===== src/rtl/led_pattern_controller_if.sv =====
// Control/config inputs and LED-side outputs of the LED pattern sequencer.
// The controller connects as slave; the driving side connects as master.
interface led_pattern_controller_if #(
    parameter int N_LED = 4,
    parameter int DIV_W = 16
);
    logic             cfg_wr;
    logic [1:0]       cfg_mode;
    logic [DIV_W-1:0] cfg_div;
    logic             enable;
    logic             step;
    logic [N_LED-1:0] led;
    logic             tick;
    logic [1:0]       state;

    modport master (
        output cfg_wr, cfg_mode, cfg_div, enable, step,
        input  led, tick, state
    );

    modport slave (
        input  cfg_wr, cfg_mode, cfg_div, enable, step,
        output led, tick, state
    );
endinterface


===== src/rtl/led_pattern_controller.sv =====
// Running-light sequencer for the LED bank: rotate/bounce/blink patterns,
// prescaled step rate, run/hold/single-step control.
//
// state  | meaning
// IDLE   | after reset, LEDs dark, waits for enable
// RUN    | prescaler counts, pattern advances when cnt reaches div
// HOLD   | pattern and prescaler frozen, step strobe advances once
module led_pattern_controller #(
    parameter int N_LED       = 4,
    parameter int DIV_W       = 16,
    parameter int DEFAULT_DIV = 4
) (
    input  logic                  i_clk,
    input  logic                  i_reset,
    led_pattern_controller_if.slave bus
);

    typedef enum logic [1:0] {
        S_IDLE = 2'b00,
        S_RUN  = 2'b01,
        S_HOLD = 2'b10
    } state_t;

    localparam logic [1:0] M_ROTL   = 2'd0;
    localparam logic [1:0] M_ROTR   = 2'd1;
    localparam logic [1:0] M_BOUNCE = 2'd2;

    state_t           r_state, w_state_nxt;
    logic [N_LED-1:0] r_led, w_led_nxt, w_adv_led;
    logic             r_tick, w_tick_nxt;
    logic [1:0]       r_mode, w_mode_nxt;
    logic [DIV_W-1:0] r_div, w_div_nxt;
    logic [DIV_W-1:0] r_cnt, w_cnt_nxt;
    logic             r_dir, w_dir_nxt, w_adv_dir;

    function automatic logic [N_LED-1:0] f_seed(input logic [1:0] mode);
        logic [N_LED-1:0] one_hot;
        one_hot = '0;
        one_hot[0] = 1'b1;
        return (mode == 2'd3) ? {N_LED{1'b1}} : one_hot;
    endfunction

    // Next pattern value; r_dir=1 means moving toward the MSB.
    always_comb begin
        w_adv_led = r_led;
        w_adv_dir = r_dir;
        case (r_mode)
            M_ROTL: w_adv_led = {r_led[N_LED-2:0], r_led[N_LED-1]};
            M_ROTR: w_adv_led = {r_led[0], r_led[N_LED-1:1]};
            M_BOUNCE: begin
                if (r_dir) begin
                    if (r_led[N_LED-1]) begin
                        w_adv_led = r_led >> 1;
                        w_adv_dir = 1'b0;
                    end else begin
                        w_adv_led = r_led << 1;
                    end
                end else begin
                    if (r_led[0]) begin
                        w_adv_led = r_led << 1;
                        w_adv_dir = 1'b1;
                    end else begin
                        w_adv_led = r_led >> 1;
                    end
                end
            end
            default: w_adv_led = ~r_led;
        endcase
    end

    always_comb begin
        w_state_nxt = r_state;
        w_led_nxt   = r_led;
        w_tick_nxt  = 1'b0;
        w_mode_nxt  = r_mode;
        w_div_nxt   = r_div;
        w_cnt_nxt   = r_cnt;
        w_dir_nxt   = r_dir;

        if (bus.cfg_wr) begin
            w_mode_nxt = bus.cfg_mode;
            w_div_nxt  = bus.cfg_div;
            if (r_state != S_IDLE) begin
                w_led_nxt = f_seed(bus.cfg_mode);
                w_cnt_nxt = '0;
                w_dir_nxt = 1'b1;
            end
        end else begin
            case (r_state)
                S_IDLE: begin
                    w_led_nxt = '0;
                    if (bus.enable) begin
                        w_state_nxt = S_RUN;
                        w_led_nxt   = f_seed(r_mode);
                        w_cnt_nxt   = '0;
                        w_dir_nxt   = 1'b1;
                    end
                end
                S_RUN: begin
                    if (!bus.enable) begin
                        w_state_nxt = S_HOLD;
                    end else if (r_cnt >= r_div) begin
                        w_led_nxt  = w_adv_led;
                        w_dir_nxt  = w_adv_dir;
                        w_cnt_nxt  = '0;
                        w_tick_nxt = 1'b1;
                    end else begin
                        w_cnt_nxt = r_cnt + DIV_W'(1);
                    end
                end
                S_HOLD: begin
                    // enable wins over a coincident step strobe
                    if (bus.enable) begin
                        w_state_nxt = S_RUN;
                    end else if (bus.step) begin
                        w_led_nxt  = w_adv_led;
                        w_dir_nxt  = w_adv_dir;
                        w_tick_nxt = 1'b1;
                    end
                end
                default: w_state_nxt = S_IDLE;
            endcase
        end
    end

    always_ff @(posedge i_clk) begin
        if (i_reset) begin
            r_state <= S_IDLE;
            r_led   <= '0;
            r_tick  <= 1'b0;
            r_mode  <= 2'd0;
            r_div   <= DIV_W'(DEFAULT_DIV);
            r_cnt   <= '0;
            r_dir   <= 1'b1;
        end else begin
            r_state <= w_state_nxt;
            r_led   <= w_led_nxt;
            r_tick  <= w_tick_nxt;
            r_mode  <= w_mode_nxt;
            r_div   <= w_div_nxt;
            r_cnt   <= w_cnt_nxt;
            r_dir   <= w_dir_nxt;
        end
    end

    assign bus.led   = r_led;
    assign bus.tick  = r_tick;
    assign bus.state = r_state;

endmodule

===== src/flat_wrapper.sv =====
// flat-port wrapper written by rule: the top's interface ports become plain ports
module led_pattern_controller_flat 
#(
    parameter int N_LED       = 4,
    parameter int DIV_W       = 16,
    parameter int DEFAULT_DIV = 4
)
  (i_clk, i_reset, bus_cfg_wr, bus_cfg_mode, bus_cfg_div, bus_enable, bus_step, bus_led, bus_tick, bus_state);
  led_pattern_controller_if #(.N_LED(N_LED), .DIV_W(DIV_W)) bus_i ();
  input  logic i_clk;
  input  logic i_reset;
  input wire logic [$bits(bus_i.cfg_wr)-1:0] bus_cfg_wr;
  input wire logic [$bits(bus_i.cfg_mode)-1:0] bus_cfg_mode;
  input wire logic [$bits(bus_i.cfg_div)-1:0] bus_cfg_div;
  input wire logic [$bits(bus_i.enable)-1:0] bus_enable;
  input wire logic [$bits(bus_i.step)-1:0] bus_step;
  output wire logic [$bits(bus_i.led)-1:0] bus_led;
  output wire logic [$bits(bus_i.tick)-1:0] bus_tick;
  output wire logic [$bits(bus_i.state)-1:0] bus_state;
  assign bus_i.cfg_wr = bus_cfg_wr;
  assign bus_i.cfg_mode = bus_cfg_mode;
  assign bus_i.cfg_div = bus_cfg_div;
  assign bus_i.enable = bus_enable;
  assign bus_i.step = bus_step;
  assign bus_led = bus_i.led;
  assign bus_tick = bus_i.tick;
  assign bus_state = bus_i.state;
  led_pattern_controller #(.N_LED(N_LED), .DIV_W(DIV_W), .DEFAULT_DIV(DEFAULT_DIV)) u_core (.i_clk(i_clk), .i_reset(i_reset), .bus(bus_i));
endmodule

===== config.mk =====
export PLATFORM = sky130hd
export DESIGN_NAME = led_pattern_controller_flat
export DESIGN_NICKNAME = d
export VERILOG_FILES = /design/src/rtl/led_pattern_controller_if.sv /design/src/rtl/led_pattern_controller.sv /design/src/flat_wrapper.sv
export SDC_FILE = /design/constraint.sdc
export NUM_CORES = 1
export LEC_CHECK = 0
export BUFFER_PORTS_ARGS = -buffer_cell sky130_fd_sc_hd__buf_2
export CORE_MARGIN = 10
export CORE_UTILIZATION = 40
export DETAILED_ROUTE_END_ITERATION = 10
export PLACE_DENSITY_LB_ADDON = 0.12
export SYNTH_ARGS = -nofsm -noshare
export SYNTH_HDL_FRONTEND = slang
export SYNTH_SLANG_ARGS = --single-unit

===== constraint.sdc =====
create_clock -name i_clk -period 2.5 [get_ports i_clk]
set_clock_uncertainty 0.05 [all_clocks]
set_input_delay 0.5 -clock i_clk [delete_from_list [all_inputs] [get_ports i_clk]]
set_output_delay 0.5 -clock i_clk [all_outputs]
set_load 0.02 [all_outputs]

==> reports/metrics.cfg, run 1 <==
[run_status]
status = finished clean

[global_route]
use_met1_pct = 14.5
grt_overflow = 0
antenna_found_initial = 0
grt_max_degree = 18
grt-busiest-layer = met2
grt_usage_pct = 11.0
use_met3_pct = 3.70
first_global_vias = 1822
met2_usage_pct = 16.4
grt_pass1_wl_mm = 8.80

[worst_setup_path]
path_class = reg -> reg
arrival_ps = 2410
cp_slowest_cell = or4b_4
regToRegSetupSlack_ps = 230
cpLargestDelayFamily = simple AND/OR/NAND/NOR gates
start_kind = flip-flop
r2r-end = u_core.bus.led[0]
cp.required_ps = 2640
crit_path_cell_trace = inv_1 > ha_1 > nand4_2 > nor3_2 > or4b_4 > a31oi_4 > mux2i_1 > nor2_1
critical_path_buf_inv_count = 1
end_kind = flip-flop
rr_worst_depth = 8
timing.rr.start = u_core.r_div[15]
cp_max_fo = 8
cpPeakStageDelay_ps = 520

[floorplan]
die_w_um = 97.3
die_area_sq_um = 9470
die_h_um = 97.3
rows = 28
core_sq_um = 5850
ioPinCount = 30
start_util_pct = 40.9

[clock_tree]
ctsHoldBuffers = 0
clk_latency_ps = 300
clkSinkCount = 42
cts.htree.levels = 2
cts_buffers = 5
clk_path_buf_depth = 2
cts.clk_slew.worst_paths_ps = 80
tritoncts = yes
clockRootBuffer = clkbuf_8

[sta]
setup_violations = 0
fin_crit_sh_pct = 91.0
worst_pin_slew_ps = 615
fin_tns_setup_ps = 0
slew_viol_final = 0
worst_slack_ps = 225
max_freq_mhz = 440
slew_headroom_pct = 58.5
hold_viol_final = 0
fin_crit_ps = 2270
rsz0062_at_grt = false

[finish]
area_delta_synth_final_pct = 13.9
antennaDiodeCount = 0
nets = 357
mostFrequentLayoutCell = nor2_1
final_cell_mix = nor2_1 (45), dfxtp_1 (42), buf_2 (29)
final_layout_size_suffix_gt1_share_pct = 15.9

[power_and_ir_drop]
p_leak_uw = 0.00120
powerDensity_nw_per_um2 = 523
peakVddDrop_mv = 0.303

[routing]
detail_route.first_pass.iterations = 4
drcViolationCount = 0
ant_nets = 0
routedWlPerCell_um = 13.0
detailedRoute.firstIterationViolations = 46
drt-total-wl_mm = 5.08
viasPerCell = 5.08
via_count = 1983

[synth]
synth_area_per_cell_sq_um = 8.42
netlist_area_sq_um = 2390
ys.flop_type = dfxtp_1
synth.area.top_cells = dfxtp_1 (35%), ha_1 (10%), mux2i_1 (8.8%)
synth_seq_cells = 42
yosysSeqAreaShare_pct = 35.2
syn_inst = 284
synth_top_area_share_pct = 35.2
synth-edff-count = 0
syn_nets = 327
yosys_warnings = 0
yosys.area.top_type = dfxtp_1
ys_types = 44
async_flop_share_pct = 0

[placed_design]
hpwl_mm = 3.82
gp_congestion = 0.815
dp_slack_ps = 208
port_buffers = 29

[run]
drv_cap = 0

[worst_hold_path]
worst_hold_path.num_cells = 3
holdPathEnd = u_core.r_div[4]
hp-start = bus_cfg_div[4]
hold_path_class = in -> reg

## per-layer routing
| metal | vias up | wire length [um] |
|---|---|---|
| li1 | 1052 | - |
| met1 | 892 | 2570 |
| met2 | 33 | 2230 |
| met3 | 6 | 229 |
| met4 | 0 | 58 |
| met5 | - | 0 |
## report_power, final
group	internal [uW]	switching, uW
clock	222	237
combinational	106	129
sequential	697	32.0
## kinds of logic (layout without fill, tap and decap cells)
family,after synthesis,in the layout,share of synthesized area [%]
xor gates and xnor gates,15,15,5.49
DFF,42,42,35.2
AOI/OAI and AO/OA,48,48,13.9
muxes,21,21,8.79
adders and majority gates,20,20,10.5
buffers and inverters,37,68,6.12
and+or+nand+nor,101,101,20.1
## layout make-up
class	instances	area, sq um
Multi-Input combinational cell	205	1410
Tap cell	75	93.8
Clock inverter	2	12.5
Inverter	24	90.1
Clock buffer	6	82.6
Fill cell	605	3130
Sequential cell	42	841
Timing Repair Buffer	36	198
## state kept, by name (all words and copies together) (netlist names)
name,flops
u_core.r_cnt,16
u_core.r_dir,1
u_core.bus.state,2
u_core.r_div,16
u_core.bus.led,4
u_core.r_mode,2
u_core.bus.tick,1
## worst register-to-register path: stages (launching register included)
cell	delay [ps]
dfxtp_1	330
inv_1	40
ha_1	310
nand4_2	130
nor3_2	220
or4b_4	520
a31oi_4	300
mux2i_1	220
nor2_1	60
## synthesized netlist by cell type, drive strengths merged (2+ instances only)
| library cell | instances |
|---|---|
| nor2b | 3 |
| o31ai | 3 |
| a21boi | 2 |
| ha | 20 |
| nand2b | 2 |
| a21oi | 12 |
| xnor2 | 4 |
| o21ai | 8 |
| nand2 | 21 |
| nand4 | 5 |
| dfxtp | 42 |
| a211oi | 7 |
| clkbuf | 6 |
| mux2i | 21 |
| a31oi | 4 |
| buf | 7 |
| nand3 | 8 |
| inv | 24 |
| nor3 | 4 |
| o221ai | 2 |
| and3 | 6 |
| and4 | 3 |
| xor2 | 11 |
| nor2 | 45 |
| a21o | 2 |
## through the flow
| stage | cell area, sq um | hold slack, ps | cells | power, uW | util [%] |
|---|---|---|---|---|---|
| after floorplan | 2390 | 409 | 284 | 907 | - |
| after global placement | 2630 | 423 | 382 | 983 | 44.9 |
| after detailed placement | 2630 | 435 | 382 | 984 | 44.9 |
| after CTS | 2720 | 376 | 390 | 1450 | 46.5 |
| after global routing | 2720 | 385 | 390 | 1520 | 46.5 |
| final | 2720 | 379 | 390 | 1420 | 46.5 |
## worst max path at each step
| stage | start | endpoint | depth (start not counted) |
|---|---|---|---|
| after floorplan | u_core.bus.state[0] | u_core.r_cnt[11] | 9 |
| after global placement | u_core.r_div[15] | u_core.bus.led[0] | 8 |
| after detailed placement | u_core.r_div[15] | u_core.r_cnt[9] | 8 |
| after CTS | u_core.r_div[15] | u_core.r_cnt[9] | 8 |
| after global routing | u_core.r_div[15] | u_core.bus.led[1] | 8 |
| final | u_core.r_div[15] | u_core.bus.led[0] | 8 |
## repair_timing
action                                  in CTS  in global routing
endpoints found under the setup margin       0                  1
gates resized for setup                      0                  1
buffers inserted                             0                  0
Note: power is estimated with default switching activity, not from simulation.
==> run 2: changes to the inputs <==
--- a/config.mk
+++ b/config.mk
@@ -7,7 +7,7 @@
 export LEC_CHECK = 0
 export BUFFER_PORTS_ARGS = -buffer_cell sky130_fd_sc_hd__buf_2
 export CORE_MARGIN = 10
-export CORE_UTILIZATION = 40
+export CORE_UTILIZATION = 45
 export DETAILED_ROUTE_END_ITERATION = 10
 export PLACE_DENSITY_LB_ADDON = 0.12
 export SYNTH_ARGS = -nofsm -noshare
==> run 2 against run 1 <==
Cell count shrank 1.3%. Register-to-register slack got worse by 20 ps. Critical path depth unchanged. Combinational power about the same. Utilization grew 6.6 points. Sequential power barely moved. Routed wire length down 0.24%. Die area decreased by 8.9%. Clock power rose by 17%. Worst hold slack improved by 17 ps. First-iteration DRC count up 43%. Global-route usage grew 1.1 points. Critical endpoint is now u_core.r_cnt[13]. Highest routed layer unchanged.
==> reports/metrics.cfg, run 2 (synthesized netlist as in run 1, its figures left out) <==
[floorplan]
start_util_pct = 46.5  ; +5.7 points
die_w_um = 92.9  ; -4.5%
die_area_sq_um = 8630  ; -8.9%
core_sq_um = 5140  ; -12%
rows = 26  ; -7.1%
die_h_um = 92.9  ; -4.5%
ioPinCount = 30  ; unchanged

[global_route]
first_global_vias = 1902  ; +4.4%
grt_overflow = 0  ; unchanged
grt_usage_pct = 12.0  ; +1.1 points
antenna_found_initial = 0  ; unchanged
grt_pass1_wl_mm = 8.75  ; -0.55%
grt_max_degree = 18  ; unchanged

[worst_hold_path]
hold_path_class = in -> reg

[sta]
hold_viol_final = 0  ; unchanged
fin_crit_ps = 2300  ; +24.2 ps
fin_tns_setup_ps = 0  ; unchanged
max_freq_mhz = 435  ; -1.1%
fin_crit_sh_pct = 92.0  ; +0.97 points
slew_headroom_pct = 62.4  ; +3.9 points
worst_pin_slew_ps = 557  ; -57.5 ps
rsz0062_at_grt = false
setup_violations = 0  ; unchanged
slew_viol_final = 0  ; unchanged

[clock_tree]
cts.htree.levels = 2  ; unchanged
cts_setup_buffers = 0  ; unchanged
cts.clk_slew.worst_paths_ps = 80  ; about the same
clkSinkCount = 42  ; unchanged
cts.repair.resized = 0  ; unchanged
clockRootBuffer = clkbuf_8
ctsHoldBuffers = 0  ; unchanged
tritoncts = yes
clk_latency_ps = 290  ; about the same
cts_buffers = 5  ; unchanged
clk_path_buf_depth = 2  ; unchanged

[worst_setup_path]
end_kind = flip-flop
cp.required_ps = 2620  ; -20 ps
start_kind = flip-flop
cp_max_fo = 16  ; +8
arrival_ps = 2420  ; about the same
path_class = reg -> reg

[routing]
viasPerCell = 5.14  ; +1.1%
detailedRoute.firstIterationViolations = 66  ; +43%
met1Wirelength_mm = 2.60  ; +1.4%
via_count = 1980  ; -0.15%
top_layer = met4
met3_length_um = 234  ; +2.2%
drcViolationCount = 0  ; unchanged
detail_route.first_pass.iterations = 4  ; unchanged
routedWlPerCell_um = 13.2  ; +1.1%
ant_nets = 0  ; unchanged
wl_met2_mm = 2.19  ; -1.8%
drt-total-wl_mm = 5.07  ; -0.24%

[finish]
final_cell_mix = nor2_1 (45), dfxtp_1 (42), buf_2 (29)
layoutNonFillerInstCount = 385  ; -1.3%
final_layout_size_suffix_gt1_share_pct = 15.2  ; -0.63 points
final_cell_area_sq_um = 2730  ; +0.28%
mostFrequentLayoutCell = nor2_1
antennaDiodeCount = 0  ; unchanged
area_delta_synth_final_pct = 14.2
nets = 357  ; unchanged

[placed_design]
gp_congestion = 0.779  ; -4.4%
place_inst = 377  ; -1.3%
placed_area_sq_um = 2620  ; -0.24%
port_buffers = 29  ; unchanged
hpwl_mm = 3.79  ; -0.95%

[power_and_ir_drop]
peakVddDrop_mv = 0.305  ; +0.85%
fin_total_pwr_uw = 1500  ; +5.5%
powerDensity_nw_per_um2 = 550  ; +5.2%
p_leak_uw = 0.00121  ; +0.35%

[run]
drv_cap = 0  ; unchanged

[run_status]
status = finished clean

## run 2: power by group
part           internal (uW)  switching (uW)  leakage [uW]  total (uW)
sequential               697            33.0      0.000343         730
clock                    298             236     0.0000514         535
combinational            106             131      0.000811         237
## run 2: routing by layer
metal / GRT usage [%] / vias up
met4: 3.47 / 0
met2: 18.8 / 27
li1: - / 1043
met1: 15.6 / 905
met5: 0 / -
met3: 3.55 / 5
## run 2: critical path, stage by stage, from the launching register on
cell and delay, ps:
dfxtp_1 330, inv_1 40, ha_1 310, nand4_2 130, nor3_2 230, or4b_4 520
nand3_1 130, a21o_2 330, nor2_1 100
## run 2: stage by stage
step                util (%)  hold slack [ps]  setup slack, ps
global route            53.1              385             21.6
global placement        51.0              423              270
CTS                     53.1              385              197
floorplan                  -              409              337
detailed placement      51.0              433              219
finish                  53.1              396              201
## run 2: worst paths after layout
path                          from                to  slack (ps)  cells after the start
setup / recovery  u_core.r_div[15]  u_core.r_cnt[13]         200                      8
setup reg to reg  u_core.r_div[15]  u_core.r_cnt[13]         200                      8
hold / removal      bus_cfg_div[0]   u_core.r_div[0]         400                      3
hold reg to reg   u_core.r_div[14]  u_core.r_div[14]         450                      2
## run 2: final cells by class
class	instances	area [sq um]
fill	533	2410
multi-input combinational	205	1400
sequential	42	841
timing repair buffer	36	198
inverter	24	90.1
tap	70	87.6
clock buffer	6	72.6
clock inverter	2	37.5
==> run 3: changes to the inputs <==
--- a/config.mk
+++ b/config.mk
@@ -7,7 +7,7 @@
 export LEC_CHECK = 0
 export BUFFER_PORTS_ARGS = -buffer_cell sky130_fd_sc_hd__buf_2
 export CORE_MARGIN = 10
-export CORE_UTILIZATION = 45
+export CORE_UTILIZATION = 53
 export DETAILED_ROUTE_END_ITERATION = 10
 export PLACE_DENSITY_LB_ADDON = 0.12
 export SYNTH_ARGS = -nofsm -noshare
==> constraint.sdc (replaced) <==
create_clock -name i_clk -period 2.8 [get_ports i_clk]
set_clock_uncertainty 0.05 [all_clocks]
set_input_delay 0.56 -clock i_clk [delete_from_list [all_inputs] [get_ports i_clk]]
set_output_delay 0.56 -clock i_clk [all_outputs]
set_load 0.02 [all_outputs]
==> run 3 against run 2 <==
Design area fell by 1.9%. Worst hold slack improved by 44 ps. Critical path depth did not move. Global-route usage rose by 1.6 points. Via count rose by 0.30%. Die area fell by 12%. Cell count fell by 5.7%. Routed wire length fell by 4.3%. Register-to-register slack improved by 220 ps. Non-clock buffer count fell by 4. Sequential power fell by 11%. Worst setup slack improved by 220 ps. Critical endpoint is now u_core.bus.led[0]. Largest power group unchanged.
==> reports/metrics.cfg, run 3 (synthesized netlist as in run 1, its figures left out) <==
[placed_design]
gp_congestion = 0.829  ; +6.5%
port_buffers = 29  ; unchanged
place_inst = 355  ; -5.8%
hpwl_mm = 3.60  ; -4.8%

[floorplan]
die_h_um = 87.2  ; -6.2%
rows = 24  ; -7.7%
core_sq_um = 4350  ; -15%
die_w_um = 87.2  ; -6.2%
start_util_pct = 54.9  ; +8.4 points
ioPinCount = 30  ; unchanged
die_area_sq_um = 7600  ; -12%

[clock_tree]
cts.htree.levels = 2  ; unchanged
clockRootBuffer = clkbuf_8
cts_setup_buffers = 0  ; unchanged
tritoncts = yes
cts.repair.resized = 0  ; unchanged
clk_path_buf_depth = 2  ; unchanged
cts.clk_slew.worst_paths_ps = 80  ; about the same
cts_buffers = 5  ; unchanged
clk_latency_ps = 290  ; about the same
ctsHoldBuffers = 0  ; unchanged
clkSinkCount = 42  ; unchanged

[finish]
area_delta_synth_final_pct = 12.0
final_core_util_pct = 61.5  ; +8.4 points
final_layout_size_suffix_gt1_share_pct = 14.5  ; -0.77 points
final_cell_mix = nor2_1 (45), dfxtp_1 (42), buf_2 (29)
mostFrequentLayoutCell = nor2_1
antennaDiodeCount = 0  ; unchanged
layoutNonFillerInstCount = 363  ; -5.7%
nets = 353  ; -1.1%

[worst_hold_path]
worst_hold_path.num_cells = 3  ; unchanged
hold_path_class = in -> reg
holdPathEnd = u_core.r_div[2]
hp-start = bus_cfg_div[2]

[worst_setup_path]
cp_slowest_cell = or4b_4
cp_max_fo = 8  ; -8
timing.rr.start = u_core.r_div[13]
cpPeakStageDelay_ps = 530  ; about the same
cp.required_ps = 2920  ; +300 ps
end_kind = flip-flop
arrival_ps = 2500  ; +80 ps
path_class = reg -> reg
crit_path_cell_trace = inv_1 > ha_1 > nand4_2 > nor3_2 > or4b_4 > a31oi_4 > mux2i_1 > nor2_1
rr_worst_depth = 8  ; unchanged
regToRegSetupSlack_ps = 420  ; +220 ps
start_kind = flip-flop
r2r-end = u_core.bus.led[0]

[global_route]
grt_usage_pct = 13.7  ; +1.6 points
first_global_vias = 1922  ; +1.1%
grt_overflow = 0  ; unchanged
antenna_found_initial = 0  ; unchanged
grt_pass1_wl_mm = 8.69  ; -0.71%
grt_max_degree = 29  ; +11

[power_and_ir_drop]
p_leak_uw = 0.00119  ; -1.2%
powerDensity_nw_per_um2 = 489  ; -11%
fin_total_pwr_uw = 1310  ; -13%
peakVddDrop_mv = 0.407  ; +33%

[sta]
fin_tns_setup_ps = 0  ; unchanged
slew_headroom_pct = 58.3  ; -4.0 points
max_freq_mhz = 420  ; -3.4%
hold_viol_final = 0  ; unchanged
fin_crit_ps = 2380  ; +81.7 ps
fin_crit_sh_pct = 85.0  ; -6.9 points
worst_pin_slew_ps = 617  ; +59.6 ps
slew_viol_final = 0  ; unchanged
setup_violations = 0  ; unchanged
rsz0062_at_grt = false

[run_status]
status = finished clean

[run]
drv_cap = 0  ; unchanged

[routing]
ant_nets = 0  ; unchanged
viasPerCell = 5.47  ; +6.4%
detail_route.first_pass.iterations = 4  ; unchanged
via_count = 1986  ; +0.30%
routedWlPerCell_um = 13.4  ; +1.5%
detailedRoute.firstIterationViolations = 82  ; +24%
drt-total-wl_mm = 4.85  ; -4.3%
drcViolationCount = 0  ; unchanged

-- run 3: final cells by class --
type                            instances  area [sq um]
Fill cell                             408          1680
Multi-Input combinational cell        205          1400
Sequential cell                        42           841
Timing Repair Buffer                   32           168
Clock buffer                            8           110
Inverter                               24          90.1
Tap cell                               52          65.1
-- run 3: metal layers --
metal,track usage (%),part of all wire [%],up-vias
li1,-,-,1033
met1,17.1,48,919
met2,22.3,46,26
met3,3.93,4.5,8
met4,3.62,1.2,0
met5,0,0,-
-- run 3: critical path: cells and delay by family (launching register included) --
family / cells / cell delay [ps]
simple gates: 4 / 980
fa+ha+maj: 1 / 310
flops: 1 / 340
buf+inv: 1 / 50
compound gates: 1 / 290
mux: 1 / 240
-- run 3: worst max-delay path by stage --
stage	start	endpoint	slack, ps
2_1_floorplan	u_core.bus.state[0]	u_core.r_cnt[11]	640
3_3_place_gp	u_core.r_div[15]	u_core.bus.led[0]	420
3_5_place_dp	u_core.r_div[15]	u_core.bus.led[0]	430
4_1_cts	u_core.r_div[13]	u_core.bus.led[0]	400
5_1_grt	u_core.r_div[15]	u_core.bus.led[3]	230
6_report	u_core.r_div[13]	u_core.bus.led[0]	420
-- run 3: power breakdown --
part | internal, uW | total [uW] | switching, uW
Combinational | 89.9 | 203 | 113
Clock | 249 | 454 | 205
Sequential | 623 | 653 | 30.0
-- run 3: per-stage QoR --
| stage | instance area [sq um] | hold WS (ps) | setup slack [ps] |
|---|---|---|---|
| 6_report | 2680 | 440 | 419 |
| 5_1_grt | 2680 | 445 | 230 |
| 4_1_cts | 2680 | 439 | 402 |
| 3_5_place_dp | 2570 | 433 | 431 |
| 3_3_place_gp | 2570 | 423 | 420 |
| 2_1_floorplan | 2390 | 409 | 637 |
